<file path="src/rtl/axil_arbiter_2to1_pkg.sv">
// Shared types for the 2:1 AXI4-Lite arbiter: bus widths, flattened
// request/response bundles and the per-channel FSM state encodings.
package axil_pkg;

  localparam int ADDR_W = 40;
  localparam int DATA_W = 32;
  localparam int STRB_W = DATA_W / 8;

  typedef struct packed {
    logic [ADDR_W-1:0] awaddr;
    logic [2:0]        awprot;
    logic              awvalid;
    logic [DATA_W-1:0] wdata;
    logic [STRB_W-1:0] wstrb;
    logic              wvalid;
    logic              bready;
    logic [ADDR_W-1:0] araddr;
    logic [2:0]        arprot;
    logic              arvalid;
    logic              rready;
  } axil_req_t;

  typedef struct packed {
    logic              awready;
    logic              wready;
    logic [1:0]        bresp;
    logic              bvalid;
    logic              arready;
    logic [DATA_W-1:0] rdata;
    logic [1:0]        rresp;
    logic              rvalid;
  } axil_rsp_t;

  typedef enum logic [1:0] {W_IDLE = 2'd0, W_XFER = 2'd1, W_RESP = 2'd2} wr_state_e;
  typedef enum logic [1:0] {R_IDLE = 2'd0, R_ADDR = 2'd1, R_RESP = 2'd2} rd_state_e;

endpackage

</file>
<file path="src/rtl/axil_arbiter_2to1_rr_arb2.sv">
// Two-way round-robin arbiter. Grant is combinational from the request
// vector; the priority pointer moves to the port opposite the finishing
// owner when the channel signals completion.
module axil_rr_arb2 (
  input  logic       clk_i,
  input  logic       rst_ni,
  input  logic [1:0] req_i,
  input  logic       advance_i,
  input  logic       owner_i,
  output logic [1:0] gnt_o
);

  logic ptr_q;
  logic ptr_d;

  // Next pointer: after a completed transaction the other port gets priority
  always_comb begin
    if (advance_i) begin
      ptr_d = ~owner_i;
    end else begin
      ptr_d = ptr_q;
    end
  end

  // Pointer register, starts favouring port 0
  always_ff @(posedge clk_i or negedge rst_ni) begin
    if (!rst_ni) begin
      ptr_q <= 1'b0;
    end else begin
      ptr_q <= ptr_d;
    end
  end

  // One-hot grant: lone requester wins, ties resolved by the pointer
  always_comb begin
    case (req_i)
      2'b01:   gnt_o = 2'b01;
      2'b10:   gnt_o = 2'b10;
      2'b11: begin
        if (ptr_q) begin
          gnt_o = 2'b10;
        end else begin
          gnt_o = 2'b01;
        end
      end
      default: gnt_o = 2'b00;
    endcase
  end

endmodule

</file>
<file path="src/rtl/axil_arbiter_2to1.sv">
// Shares one AXI4-Lite slave between two masters. Write and read channels
// each run a small FSM with one outstanding transaction and their own
// round-robin arbiter. Request payloads toward the slave are registered;
// responses are steered combinationally to the current owner.
module axil_arbiter_2to1
  import axil_pkg::*;
(
  input  logic       axi_aclk,
  input  logic       axi_aresetn,
  input  axil_req_t  s_req [2],
  output axil_rsp_t  s_rsp [2],
  output axil_req_t  m_req,
  input  axil_rsp_t  m_rsp,
  output logic [1:0] wr_grant,
  output logic [1:0] rd_grant
);

  wr_state_e         w_state_q, w_state_d;
  logic [1:0]        w_gnt_q, w_gnt_d;
  logic              aw_valid_q, aw_valid_d;
  logic              w_valid_q, w_valid_d;
  logic              w_cap_q, w_cap_d;
  logic [ADDR_W-1:0] awaddr_q, awaddr_d;
  logic [2:0]        awprot_q, awprot_d;
  logic [DATA_W-1:0] wdata_q, wdata_d;
  logic [STRB_W-1:0] wstrb_q, wstrb_d;
  logic [1:0]        w_arb_gnt_s;
  logic              w_adv_s;
  logic              w_own_s;
  logic              w_win_s;

  rd_state_e         r_state_q, r_state_d;
  logic [1:0]        r_gnt_q, r_gnt_d;
  logic              ar_valid_q, ar_valid_d;
  logic [ADDR_W-1:0] araddr_q, araddr_d;
  logic [2:0]        arprot_q, arprot_d;
  logic [1:0]        r_arb_gnt_s;
  logic              r_adv_s;
  logic              r_own_s;
  logic              r_win_s;

  assign w_own_s  = w_gnt_q[1];
  assign w_win_s  = w_arb_gnt_s[1];
  assign r_own_s  = r_gnt_q[1];
  assign r_win_s  = r_arb_gnt_s[1];
  assign wr_grant = w_gnt_q;
  assign rd_grant = r_gnt_q;

  axil_rr_arb2 u_wr_arb (
    .clk_i     (axi_aclk),
    .rst_ni    (axi_aresetn),
    .req_i     ({s_req[1].awvalid, s_req[0].awvalid}),
    .advance_i (w_adv_s),
    .owner_i   (w_own_s),
    .gnt_o     (w_arb_gnt_s)
  );

  axil_rr_arb2 u_rd_arb (
    .clk_i     (axi_aclk),
    .rst_ni    (axi_aresetn),
    .req_i     ({s_req[1].arvalid, s_req[0].arvalid}),
    .advance_i (r_adv_s),
    .owner_i   (r_own_s),
    .gnt_o     (r_arb_gnt_s)
  );

  // Write FSM next state: grant + latch, forward AW/W independently, await B
  always_comb begin
    w_state_d  = w_state_q;
    w_gnt_d    = w_gnt_q;
    aw_valid_d = aw_valid_q;
    w_valid_d  = w_valid_q;
    w_cap_d    = w_cap_q;
    awaddr_d   = awaddr_q;
    awprot_d   = awprot_q;
    wdata_d    = wdata_q;
    wstrb_d    = wstrb_q;
    w_adv_s    = 1'b0;
    case (w_state_q)
      W_IDLE: begin
        if (w_arb_gnt_s != 2'b00) begin
          w_gnt_d    = w_arb_gnt_s;
          aw_valid_d = 1'b1;
          awaddr_d   = s_req[w_win_s].awaddr;
          awprot_d   = s_req[w_win_s].awprot;
          // W may arrive with, before or after AW; capture it now if present
          if (s_req[w_win_s].wvalid) begin
            w_cap_d   = 1'b1;
            w_valid_d = 1'b1;
            wdata_d   = s_req[w_win_s].wdata;
            wstrb_d   = s_req[w_win_s].wstrb;
          end else begin
            w_cap_d   = 1'b0;
            w_valid_d = 1'b0;
          end
          w_state_d = W_XFER;
        end else begin
          w_gnt_d = 2'b00;
        end
      end
      W_XFER: begin
        if (aw_valid_q && m_rsp.awready) begin
          aw_valid_d = 1'b0;
        end else begin
          aw_valid_d = aw_valid_q;
        end
        if (w_valid_q && m_rsp.wready) begin
          w_valid_d = 1'b0;
        end else if (!w_cap_q && s_req[w_own_s].wvalid) begin
          w_cap_d   = 1'b1;
          w_valid_d = 1'b1;
          wdata_d   = s_req[w_own_s].wdata;
          wstrb_d   = s_req[w_own_s].wstrb;
        end else begin
          w_valid_d = w_valid_q;
        end
        if (!aw_valid_d && w_cap_d && !w_valid_d) begin
          w_state_d = W_RESP;
        end else begin
          w_state_d = W_XFER;
        end
      end
      W_RESP: begin
        if (m_rsp.bvalid && s_req[w_own_s].bready) begin
          w_adv_s   = 1'b1;
          w_gnt_d   = 2'b00;
          w_cap_d   = 1'b0;
          w_state_d = W_IDLE;
        end else begin
          w_state_d = W_RESP;
        end
      end
      default: begin
        w_state_d  = W_IDLE;
        w_gnt_d    = 2'b00;
        aw_valid_d = 1'b0;
        w_valid_d  = 1'b0;
        w_cap_d    = 1'b0;
      end
    endcase
  end

  // Read FSM next state: grant + latch AR, forward AR, await R
  always_comb begin
    r_state_d  = r_state_q;
    r_gnt_d    = r_gnt_q;
    ar_valid_d = ar_valid_q;
    araddr_d   = araddr_q;
    arprot_d   = arprot_q;
    r_adv_s    = 1'b0;
    case (r_state_q)
      R_IDLE: begin
        if (r_arb_gnt_s != 2'b00) begin
          r_gnt_d    = r_arb_gnt_s;
          ar_valid_d = 1'b1;
          araddr_d   = s_req[r_win_s].araddr;
          arprot_d   = s_req[r_win_s].arprot;
          r_state_d  = R_ADDR;
        end else begin
          r_gnt_d = 2'b00;
        end
      end
      R_ADDR: begin
        if (m_rsp.arready) begin
          ar_valid_d = 1'b0;
          r_state_d  = R_RESP;
        end else begin
          r_state_d  = R_ADDR;
        end
      end
      R_RESP: begin
        if (m_rsp.rvalid && s_req[r_own_s].rready) begin
          r_adv_s   = 1'b1;
          r_gnt_d   = 2'b00;
          r_state_d = R_IDLE;
        end else begin
          r_state_d = R_RESP;
        end
      end
      default: begin
        r_state_d  = R_IDLE;
        r_gnt_d    = 2'b00;
        ar_valid_d = 1'b0;
      end
    endcase
  end

  // State, grant and payload registers for both channels
  always_ff @(posedge axi_aclk or negedge axi_aresetn) begin
    if (!axi_aresetn) begin
      w_state_q  <= W_IDLE;
      w_gnt_q    <= 2'b00;
      aw_valid_q <= 1'b0;
      w_valid_q  <= 1'b0;
      w_cap_q    <= 1'b0;
      awaddr_q   <= {ADDR_W{1'b0}};
      awprot_q   <= 3'b000;
      wdata_q    <= {DATA_W{1'b0}};
      wstrb_q    <= {STRB_W{1'b0}};
      r_state_q  <= R_IDLE;
      r_gnt_q    <= 2'b00;
      ar_valid_q <= 1'b0;
      araddr_q   <= {ADDR_W{1'b0}};
      arprot_q   <= 3'b000;
    end else begin
      w_state_q  <= w_state_d;
      w_gnt_q    <= w_gnt_d;
      aw_valid_q <= aw_valid_d;
      w_valid_q  <= w_valid_d;
      w_cap_q    <= w_cap_d;
      awaddr_q   <= awaddr_d;
      awprot_q   <= awprot_d;
      wdata_q    <= wdata_d;
      wstrb_q    <= wstrb_d;
      r_state_q  <= r_state_d;
      r_gnt_q    <= r_gnt_d;
      ar_valid_q <= ar_valid_d;
      araddr_q   <= araddr_d;
      arprot_q   <= arprot_d;
    end
  end

  // Slave-side request: registered payload, B/R ready from the owner only
  always_comb begin
    m_req         = '0;
    m_req.awaddr  = awaddr_q;
    m_req.awprot  = awprot_q;
    m_req.awvalid = aw_valid_q;
    m_req.wdata   = wdata_q;
    m_req.wstrb   = wstrb_q;
    m_req.wvalid  = w_valid_q;
    m_req.araddr  = araddr_q;
    m_req.arprot  = arprot_q;
    m_req.arvalid = ar_valid_q;
    if (w_state_q == W_RESP) begin
      m_req.bready = s_req[w_own_s].bready;
    end else begin
      m_req.bready = 1'b0;
    end
    if (r_state_q == R_RESP) begin
      m_req.rready = s_req[r_own_s].rready;
    end else begin
      m_req.rready = 1'b0;
    end
  end

  // Master-side responses: steer slave handshakes to the granted port only
  always_comb begin
    for (int i = 0; i < 2; i++) begin
      s_rsp[i] = '0;
      if (w_gnt_q[i]) begin
        s_rsp[i].awready = m_rsp.awready & aw_valid_q;
        s_rsp[i].wready  = m_rsp.wready & w_valid_q;
        if (w_state_q == W_RESP) begin
          s_rsp[i].bvalid = m_rsp.bvalid;
          s_rsp[i].bresp  = m_rsp.bresp;
        end else begin
          s_rsp[i].bvalid = 1'b0;
        end
      end else begin
        s_rsp[i].awready = 1'b0;
      end
      if (r_gnt_q[i]) begin
        s_rsp[i].arready = m_rsp.arready & ar_valid_q;
        if (r_state_q == R_RESP) begin
          s_rsp[i].rvalid = m_rsp.rvalid;
          s_rsp[i].rdata  = m_rsp.rdata;
          s_rsp[i].rresp  = m_rsp.rresp;
        end else begin
          s_rsp[i].rvalid = 1'b0;
        end
      end else begin
        s_rsp[i].arready = 1'b0;
      end
    end
  end

endmodule

</file>
<file path="config.mk">
export PLATFORM = sky130hd
export DESIGN_NAME = axil_arbiter_2to1
export DESIGN_NICKNAME = d
export VERILOG_FILES = /design/src/rtl/axil_arbiter_2to1_pkg.sv /design/src/rtl/axil_arbiter_2to1_rr_arb2.sv /design/src/rtl/axil_arbiter_2to1.sv
export SDC_FILE = /design/constraint.sdc
export NUM_CORES = 1
export LEC_CHECK = 0
export ABC_AREA = 0
export BUFFER_PORTS_ARGS = -buffer_cell sky130_fd_sc_hd__buf_2
export CORE_AREA = 3 3 198 200
export DETAILED_ROUTE_END_ITERATION = 10
export DIE_AREA = 0 0 201 203
export GPL_ROUTABILITY_DRIVEN = 0
export PLACE_DENSITY_LB_ADDON = 0.12
export SYNTH_ARGS = -nofsm -noshare
export SYNTH_HDL_FRONTEND = slang
export SYNTH_SLANG_ARGS = --single-unit
export TNS_END_PERCENT = 20
</file>
<file path="constraint.sdc">
create_clock -name axi_aclk -period 2.3 [get_ports axi_aclk]
set_input_delay 0.23 -clock axi_aclk [delete_from_list [all_inputs] [get_ports axi_aclk]]
set_output_delay 0.23 -clock axi_aclk [all_outputs]
set_load 0.005 [all_outputs]
</file>
# Yosys cells after proc, flatten, opt, wreduce, memory -nomap -nowiden
# Cells that the tools add are included.
dict set report totals {
  regBits 136
  inputBits 297
  elab_cells 150
}
dict set report classes {
  order_cmp 4
  eq_ne 18
  n_mux 76
  bitwise 13
  reduce_logical 23
}
# operator n
set op_table {}
lappend op_table {{2-to-1 mux 127 bit} 3}
lappend op_table {{2-to-1 mux 83 bit} 3}
lappend op_table {{2-to-1 mux 45 bit} 3}
lappend op_table {{2-to-1 mux 32 bit} 4}
lappend op_table {{2-to-1 mux 35 bit} 2}
lappend op_table {{case mux 32 bit (2 select lines)} 1}
lappend op_table {{case mux 2 bit (3 select lines)} 6}
lappend op_table {{2-to-1 mux 34 bit} 1}
lappend op_table {{2-to-1 mux 1 bit} 29}
lappend op_table {{2-to-1 mux 2 bit} 13}
lappend op_table {{2-to-1 mux 4 bit} 6}
lappend op_table {{!= test 2 bit (second input constant)} 8}
lappend op_table {{equality test 2 bit (second input constant)} 6}
lappend op_table {{case mux 1 bit (3 select lines)} 4}
lappend op_table {{AND reduction 2 bit} 6}
lappend op_table {{equality test 2 x 1 -> 1 bit (second input constant)} 4}
lappend op_table {{>= comparator 2 bit (second input constant)} 4}
lappend op_table {{NOT 1 -> 2 bit} 4}
lappend op_table {{case mux 4 bit (2 select lines)} 1}
lappend op_table {{logical AND 1 bit} 7}
lappend op_table {{NOT 1 bit} 6}
lappend op_table {{nonzero test 2 bit} 3}
lappend op_table {{AND reduction 5 bit} 1}
lappend op_table {{logical NOT 2 bit} 2}
lappend op_table {{other kinds (3)} 7}

# Depth between registers and ports, before layout
# Gate-level depths: netlist (run 1).
dict set report logic_depth {
  ltp_word 12
  depth_mapped 7
  ltp_nobuf 4
}

# By module
# Synthesis (run 1) repeated with hierarchy kept, for this count alone.
dict set report unflattened {
  hier_cells 683
  area_unflattened_um2 7265.7
}
# module n_inst cells_per_inst area_each_um2
set modules_own_cells {}
lappend modules_own_cells {axil_arbiter_2to1 1 671 7160.6}
lappend modules_own_cells {axil_rr_arb2 2 6 52.6}

# Worst setup path after synthesis (run 1)
# OpenSTA, ideal clock, no wires.
dict set report synth_timing {
  path_type {register to register}
  start {reg u_wr_arb.ptr_q}
  end {reg wdata_q[10]}
  setup_ns 0.125
  arrival_ns 1.799
  required_time_ns 2.175
  setup_slack_ns 0.376
  path_stages_with_launch 7
  period_less_slack_ns 1.924
  path_cell_list {dfrtp_1 nand2b_4 buf_6 a211o_1 a31oi_4 buf_12 mux2_4}
}
dict set report synth_between {
  elab_chain_cells 9
}
# element line
set synth_lines {}
lappend synth_lines {{start, declared} axil_arbiter_2to1_rr_arb2.sv:13} ;# logic ptr_q;
lappend synth_lines {{start signal, assigned} axil_arbiter_2to1_rr_arb2.sv:30} ;# ptr_q <= ptr_d;
lappend synth_lines {{2-to-1 mux 2 bit *} axil_arbiter_2to1_rr_arb2.sv:40} ;# if (ptr_q) begin
lappend synth_lines {{case mux 2 bit (3 select lines) *} axil_arbiter_2to1_rr_arb2.sv:36} ;# case (req_i)
lappend synth_lines {{NOT 1 -> 2 bit (not written as such)} {axil_arbiter_2to1.sv:87, axil_arbiter_2to1.sv:90}}
lappend synth_lines {{2-to-1 mux 127 bit (3 in series)} -}
lappend synth_lines {{2-to-1 mux 32 bit} axil_arbiter_2to1.sv:87} ;# if (s_req[w_win_s].wvalid) begin
lappend synth_lines {{2-to-1 mux 32 bit} axil_arbiter_2to1.sv:81} ;# if (w_arb_gnt_s != 2'b00) begin
lappend synth_lines {{case mux 32 bit (2 select lines)} axil_arbiter_2to1.sv:79} ;# case (w_state_q)
lappend synth_lines {{end signal, assigned} axil_arbiter_2to1.sv:198} ;# wdata_q <= {DATA_W{1'b0}};
lappend synth_lines {{end signal, assigned} axil_arbiter_2to1.sv:213} ;# wdata_q <= wdata_d;
lappend synth_lines {{end, declared} axil_arbiter_2to1.sv:25} ;# logic [DATA_W-1:0] wdata_q, wdata_d;
# Mark *: on every way between the ends. The rest lies on a longest branch, timed or not. The select of a mux whose other input is x is not followed.
# A chain may end at the register's enable or synchronous reset.

==> impl_metrics.py, run 1 <==
metrics = {
    "timing": {
        "finClkSkew_ns": 0.00678,
        "fin_crit_ns": 2.11,
        "hold_viol": 0,
        "setup_tns_ns": 0,
        "relSlewSlack_pct": 40.5,
        "rsz0062_at_grt": "false",
        "fin_crit_sh_pct": 91.7,
        "fmax_ghz": 0.474,
        "setup_viol": 0,
        "maxSlewViolCount": 0,
        "tightestPinTransition_ns": 0.893,
    },
    "synth": {
        "synth_cell_types": 36,
        "synth_area_leaders": "dfrtp_1 47%, mux2i_1 12%, and3_1 6.9%",
        "ys_seq_area_share_pct": 47.0,
        "synthCells": 680,
        "synth_top_area_cell": "dfrtp_1",
        "ys.flop_type": "dfrtp_1",
        "synth-edff-count": 0,
        "synth_common_cells": "136 x dfrtp_1, 91 x nor2_1, 90 x mux2i_1",
        "async_flop_share_pct": 100,
        "synth_seq_cells": 136,
        "synth.top_cell.area_share_pct": 47.0,
        "syn_area_um2": 7240,
        "syn_area_per_cell_um2": 10.6,
        "ys_warn_count": 0,
        "yosysMostFrequentCell": "dfrtp_1",
        "synth_fp_nets": 977,
    },
    "floorplanning": {
        "floorplan.rows": 71,
        "fp.dieArea_um2": 40800,
        "ios": 510,
        "start_util_pct": 19.3,
        "coreArea_um2": 37600,
        "die_y_um": 203,
        "die_x_um": 201,
    },
    "placement": {
        "placed_cell_area_um2": 10400,
        "io_buffers": 509,
        "dp_hpwl_um": 23100,
    },
    "clocking": {
        "clk_pin_slew_ns": 0.06,
        "cts_root_buf": "clkbuf_16",
        "cts_buffers": 17,
        "cts_tree": "built",
        "cts_sinks": 136,
        "post_cts_resized": 0,
        "clock_latency_ns": 0.43,
        "clock_path_buffers": 2,
        "cts_htree_levels": 4,
    },
    "critical_path": {
        "r2r-end": "wdata_q[22]",
        "r2r_setup_slack_ns": 0.25,
        "reg2reg_depth": 5,
        "required_ns": 2.07,
        "cp.arrival_ns": 1.88,
        "crit-reg2reg-launch": "w_state_q[0]",
        "cp-end-kind": "output pin",
        "criticalPathCategory": "reg -> out",
        "cp_max_fo": 11,
        "critPathLaunchType": "flop",
    },
    "finish": {
        "final_nets": 1471,
        "drive_gt1_share_pct": 54.6,
        "final_area_um2": 11100,
        "area_growth_pct": 52.9,
    },
    "global_route": {
        "grt_pass1_vias": 7314,
        "overflow": 0,
        "grt_usage_pct": 13.7,
        "grt_pass1_wl_um": 43000,
        "antenna_found_initial": 4,
        "grt_max_degree": 89,
    },
    "worst_hold_path": {
        "holdPathStages": 2,
        "hold_path_startpoint": "m_rsp[35]",
        "hold_class": "in -> reg",
        "hold_end": "r_state_q[0]",
    },
    "drt": {
        "drt_first_pass_iters": 6,
        "ant_nets": 0,
        "wire_per_inst_um": 17.0,
        "vias": 7010,
        "wirelength_um": 29000,
        "vias_per_cell": 4.12,
        "drt_iter0_markers": 389,
        "drc": 0,
    },
    "pwr": {
        "p_leak_nw": 6.00,
        "ir_drop_v": 0.000469,
        "power_density_nw_per_um2": 1180,
    },
    "outcome": {
        "run_status": "finished clean",
    },
    "job": {
        "max_cap_violations": 0,
    },
}
registers in the layout, indices dropped and copies added (netlist names), 2 cells and up:
signal / flops
w_state_q: 2
wr_grant: 2
awprot_q: 3
wstrb_q: 4
arprot_q: 3
rd_grant: 2
araddr_q: 40
awaddr_q: 40
wdata_q: 32
r_state_q: 2
worst max-delay path by stage:
stage                             end      startpoint  depth (start not counted)
after floorplan           wdata_q[10]  u_wr_arb.ptr_q                          6
after global placement    wdata_q[12]    w_state_q[0]                          5
after detailed placement  wdata_q[22]    w_state_q[0]                          5
after CTS                   s_rsp[36]    w_state_q[0]                          4
after global routing        s_rsp[38]    w_state_q[0]                          4
final                       s_rsp[36]    w_state_q[0]                          4
timing repair:
item	CTS	global route
endpoints found under the setup margin	0	0
hold buffers	1	0
endpoints found under the hold margin	42	0
setup buffers	0	0
cell type report:
type	count	area, um^2
well taps	511	639
diodes	3	7.51
inverters	9	33.8
fillers	4073	26500
clock buffers	17	425
multi-input cells	476	3520
clock inverters	15	201
repair buffers	534	2840
flip-flops and latches	136	3400
layer usage:
layer	wire (um)	track usage, %	vias up	part of all wire (%)
li1	-	-	3381	-
met1	10500	14.4	3282	36
met2	15700	25.7	313	54
met3	2090	4.18	32	7.2
met4	661	5.14	2	2.3
met5	7	0	-	0.024
critical path: stages (launching register included):
cell     delay, ns
dfrtp_1       0.51
buf_4         0.22
nor2b_1       0.38
and3_1        0.22
buf_2         0.11
placed cells by master (no fill, tap or decap), drive strengths merged, types with 2 or more instances in the layout:
cell type and count:
o22a 2, buf 533, clkbuf 17, clkinv 6
a21o 3, mux2 73, nand3 2, and3 80
nor3 3, mux2i 90, o21bai 2, clkinvlp 3
a31oi 3, bufinv 4, nand2 9, diode 3
nand2b 6, o21ai 7, dfrtp 136, o22ai 4
inv 11, nor2 91, nor2b 4, a21oi 88
kinds of logic after synthesis:
logic type	share of synthesized area, %
AND/OR/NAND/NOR	13.7
multiplexers	25.3
flip-flops	47.0
AO/OA/AOI/OAI	9.07
buffers and inverters	4.91
stage by stage:
step,power (mW),util (%),hold slack [ns],cells,setup slack [ns]
CTS,13.3,29.4,0.0443,1698,0.175
finish,13.0,29.5,0.0593,1701,0.192
detailed placement,10.3,27.7,0.203,1665,0.281
floorplan,7.63,-,-0.0656,680,0.376
global placement,10.3,27.7,0.205,1665,0.299
global route,14.0,29.5,0.0600,1701,0.0666
power by group:
group / internal, mW / leakage [nW] / total, mW / switching, mW
sequential: 3.59 / 1.54 / 4.35 / 0.760
clock: 1.82 / 0.300 / 2.95 / 1.13
combinational: 2.88 / 4.17 / 5.73 / 2.85
Power figures use the tool's default switching activity.
==> inputs of run 2 (changes only) <==
--- a/config.mk
+++ b/config.mk
@@ -11,6 +11,8 @@
 export DETAILED_ROUTE_END_ITERATION = 10
 export DIE_AREA = 0 0 201 203
 export GPL_ROUTABILITY_DRIVEN = 0
+export GPL_TIMING_DRIVEN = 0
+export HOLD_SLACK_MARGIN = 0.15
 export PLACE_DENSITY_LB_ADDON = 0.12
 export SYNTH_ARGS = -nofsm -noshare
 export SYNTH_HDL_FRONTEND = slang
==> run 2 against run 1 <==
- critical path depth stayed put
- final area increased by 22%
- via count rose by 17%
- highest routed layer unchanged
- power rose by 5.7%
- non-clock buffer count grew 269
- flip-flop and latch count unchanged
- register-to-register slack got worse by 0.13 ns
- global-route usage grew 2.7 points
- largest power group unchanged
- maximum frequency shrank 4.1%
- clock skew rose by 0.0023 ns
==> impl_metrics.py, run 2 (same netlist as run 1, synthesis figures left out) <==
metrics = {
    "critical_path": {
        "critPathLaunchType": "flop",
        "crit_chain": "clkbuf_1, clkbuf_2, and3_1, buf_2",
        "r2r_setup_slack_ns": 0.12,
        "cp.arrival_ns": 1.97,
        "slowest_stage": "dfrtp_1",
        "criticalPathCategory": "reg -> out",
        "reg2reg_depth": 6,
        "cp_max_fo": 10,
        "crit-reg2reg-launch": "u_rd_arb.ptr_q",
        "crit_path_max_incr_delay_ns": 0.41,
        "cp_top_family": "buffers and inverters",
        "path_buf_inv": 3,
        "required_ns": 2.07,
        "r2r-end": "araddr_q[4]",
        "cp-end-kind": "output pin",
    },
    "global_route": {
        "grtUsageMet3_pct": 4.86,
        "grtUsageMet1_pct": 16.4,
        "overflow": 0,
        "grt_pass1_wl_um": 52000,
        "grt_usage_pct": 16.4,
        "grt.busiest_layer": "met2",
        "antenna_found_initial": 1,
        "use_met2_pct": 30.4,
        "grt_pass1_vias": 9216,
        "grt_max_degree": 80,
    },
    "finish": {
        "final_common_cell": "buf_2",
        "post-route-util_pct": 35.8,
        "drive_gt1_share_pct": 45.0,
        "final_cell_mix": "521 x buf_2, 235 x dlygate4sd3_1, 136 x dfrtp_1, 91 x nor2_1, 90 x mux2i_1",
        "top_regs": "araddr_q x40, awaddr_q x40, wdata_q x32",
        "fin_cells": 1967,
        "area_growth_pct": 85.8,
        "antennaDiodeCount": 0,
        "final_nets": 1740,
    },
    "drt": {
        "drt_iter0_markers": 325,
        "drc": 0,
        "wire_per_inst_um": 17.2,
        "drt_first_pass_iters": 4,
        "ant_nets": 0,
        "wirelength_um": 33900,
        "vias_per_cell": 4.18,
        "vias": 8215,
    },
    "timing": {
        "fmax_ghz": 0.455,
        "hold_viol": 0,
        "relSlewSlack_pct": 50.4,
        "fin_crit_sh_pct": 95.6,
        "tightestPinTransition_ns": 0.744,
        "maxSlewViolCount": 0,
        "finClkSkew_ns": 0.00905,
        "fin_crit_ns": 2.20,
        "finalWorstSetupSlack_ns": 0.101,
        "rsz0062_at_grt": "true",
        "setup_viol": 0,
    },
    "floorplanning": {
        "die_y_um": 203,
        "fp.dieArea_um2": 40800,
        "floorplan.rows": 71,
        "start_util_pct": 19.3,
        "coreArea_um2": 37600,
        "die_x_um": 201,
        "ios": 510,
    },
    "clocking": {
        "cts_sinks": 136,
        "cts_tree": "built",
        "clk_pin_slew_ns": 0.06,
        "clock_path_buffers": 2,
        "cts_htree_levels": 4,
        "cts_root_buf": "clkbuf_16",
        "clock_latency_ns": 0.43,
        "cts_buffers": 17,
        "cts_setup_buffers": 0,
    },
    "pwr": {
        "power_density_nw_per_um2": 1020,
        "p_leak_nw": 7.02,
        "ir_drop_v": 0.000480,
        "power.total_mw": 13.8,
    },
    "worst_hold_path": {
        "hold_path_startpoint": "s_req[190]",
        "hold_end": "wdata_q[12]",
        "holdPathStages": 3,
        "hold_class": "in -> reg",
    },
    "placement": {
        "place_ws_ns": -0.589,
        "dp_cells": 1700,
        "io_buffers": 508,
        "dp_hpwl_um": 25500,
    },
    "job": {
        "max_cap_violations": 0,
    },
    "outcome": {
        "run_status": "finished clean",
    },
}
==> run 2: final cells by class <==
cell class | instances | area, um^2
Buffer | 59 | 339
Sequential cell | 136 | 3400
Clock buffer | 17 | 425
Timing Repair Buffer | 744 | 4930
Fill cell | 3875 | 24100
Inverter | 9 | 33.8
Clock inverter | 15 | 200
Tap cell | 511 | 639
Multi-Input combinational cell | 476 | 3490
==> run 2: what timing repair did <==
action,CTS,global route
hold buffers,235,0
hold endpoints to repair,177,0
pin swaps,0,1
gates cloned,0,0
gates resized for setup,4,13
setup endpoints to repair,31,66
==> run 2: how the worst max path moves through the flow <==
stage	from	endpoint	slack, ns	cells past startpoint
6_report	rd_grant[1]	s_rsp[13]	0.10	4
5_1_grt	rd_grant[1]	s_rsp[22]	-0.01	4
4_1_cts	r_state_q[1]	s_rsp[13]	0.008	5
3_5_place_dp	r_state_q[1]	araddr_q[22]	-0.59	4
3_3_place_gp	axi_aresetn	araddr_q[29]	-1.33	1
2_1_floorplan	u_wr_arb.ptr_q	wdata_q[10]	0.38	6
==> run 2: power by group <==
part | internal [mW] | leakage [nW] | total, mW | switching [mW]
clock | 1.82 | 0.296 | 2.98 | 1.16
combinational | 3.25 | 5.18 | 6.51 | 3.26
sequential | 3.59 | 1.54 | 4.29 | 0.701
==> run 2: worst min-delay path: stages <==
cell	delay [ns]
buf_2	0.07
mux2_2	0.15
mux2_4	0.13
==> run 2: metrics by stage <==
stage	hold slack, ns	instance area (um^2)	TNS [ns]
final	0.183	13500	0
after CTS	0.151	13400	0
after floorplan	-0.0656	7240	0
after global placement	0.488	10400	-182.86
after detailed placement	0.256	10500	-5.72
after global routing	0.161	13500	-0.0169
==> run 2: metal layers <==
metal / part of all wire [%] / vias up
li1: - / 3931
met1: 36 / 3814
met2: 52 / 383
met3: 6.9 / 85
met4: 5.1 / 2
met5: 0.041 / -
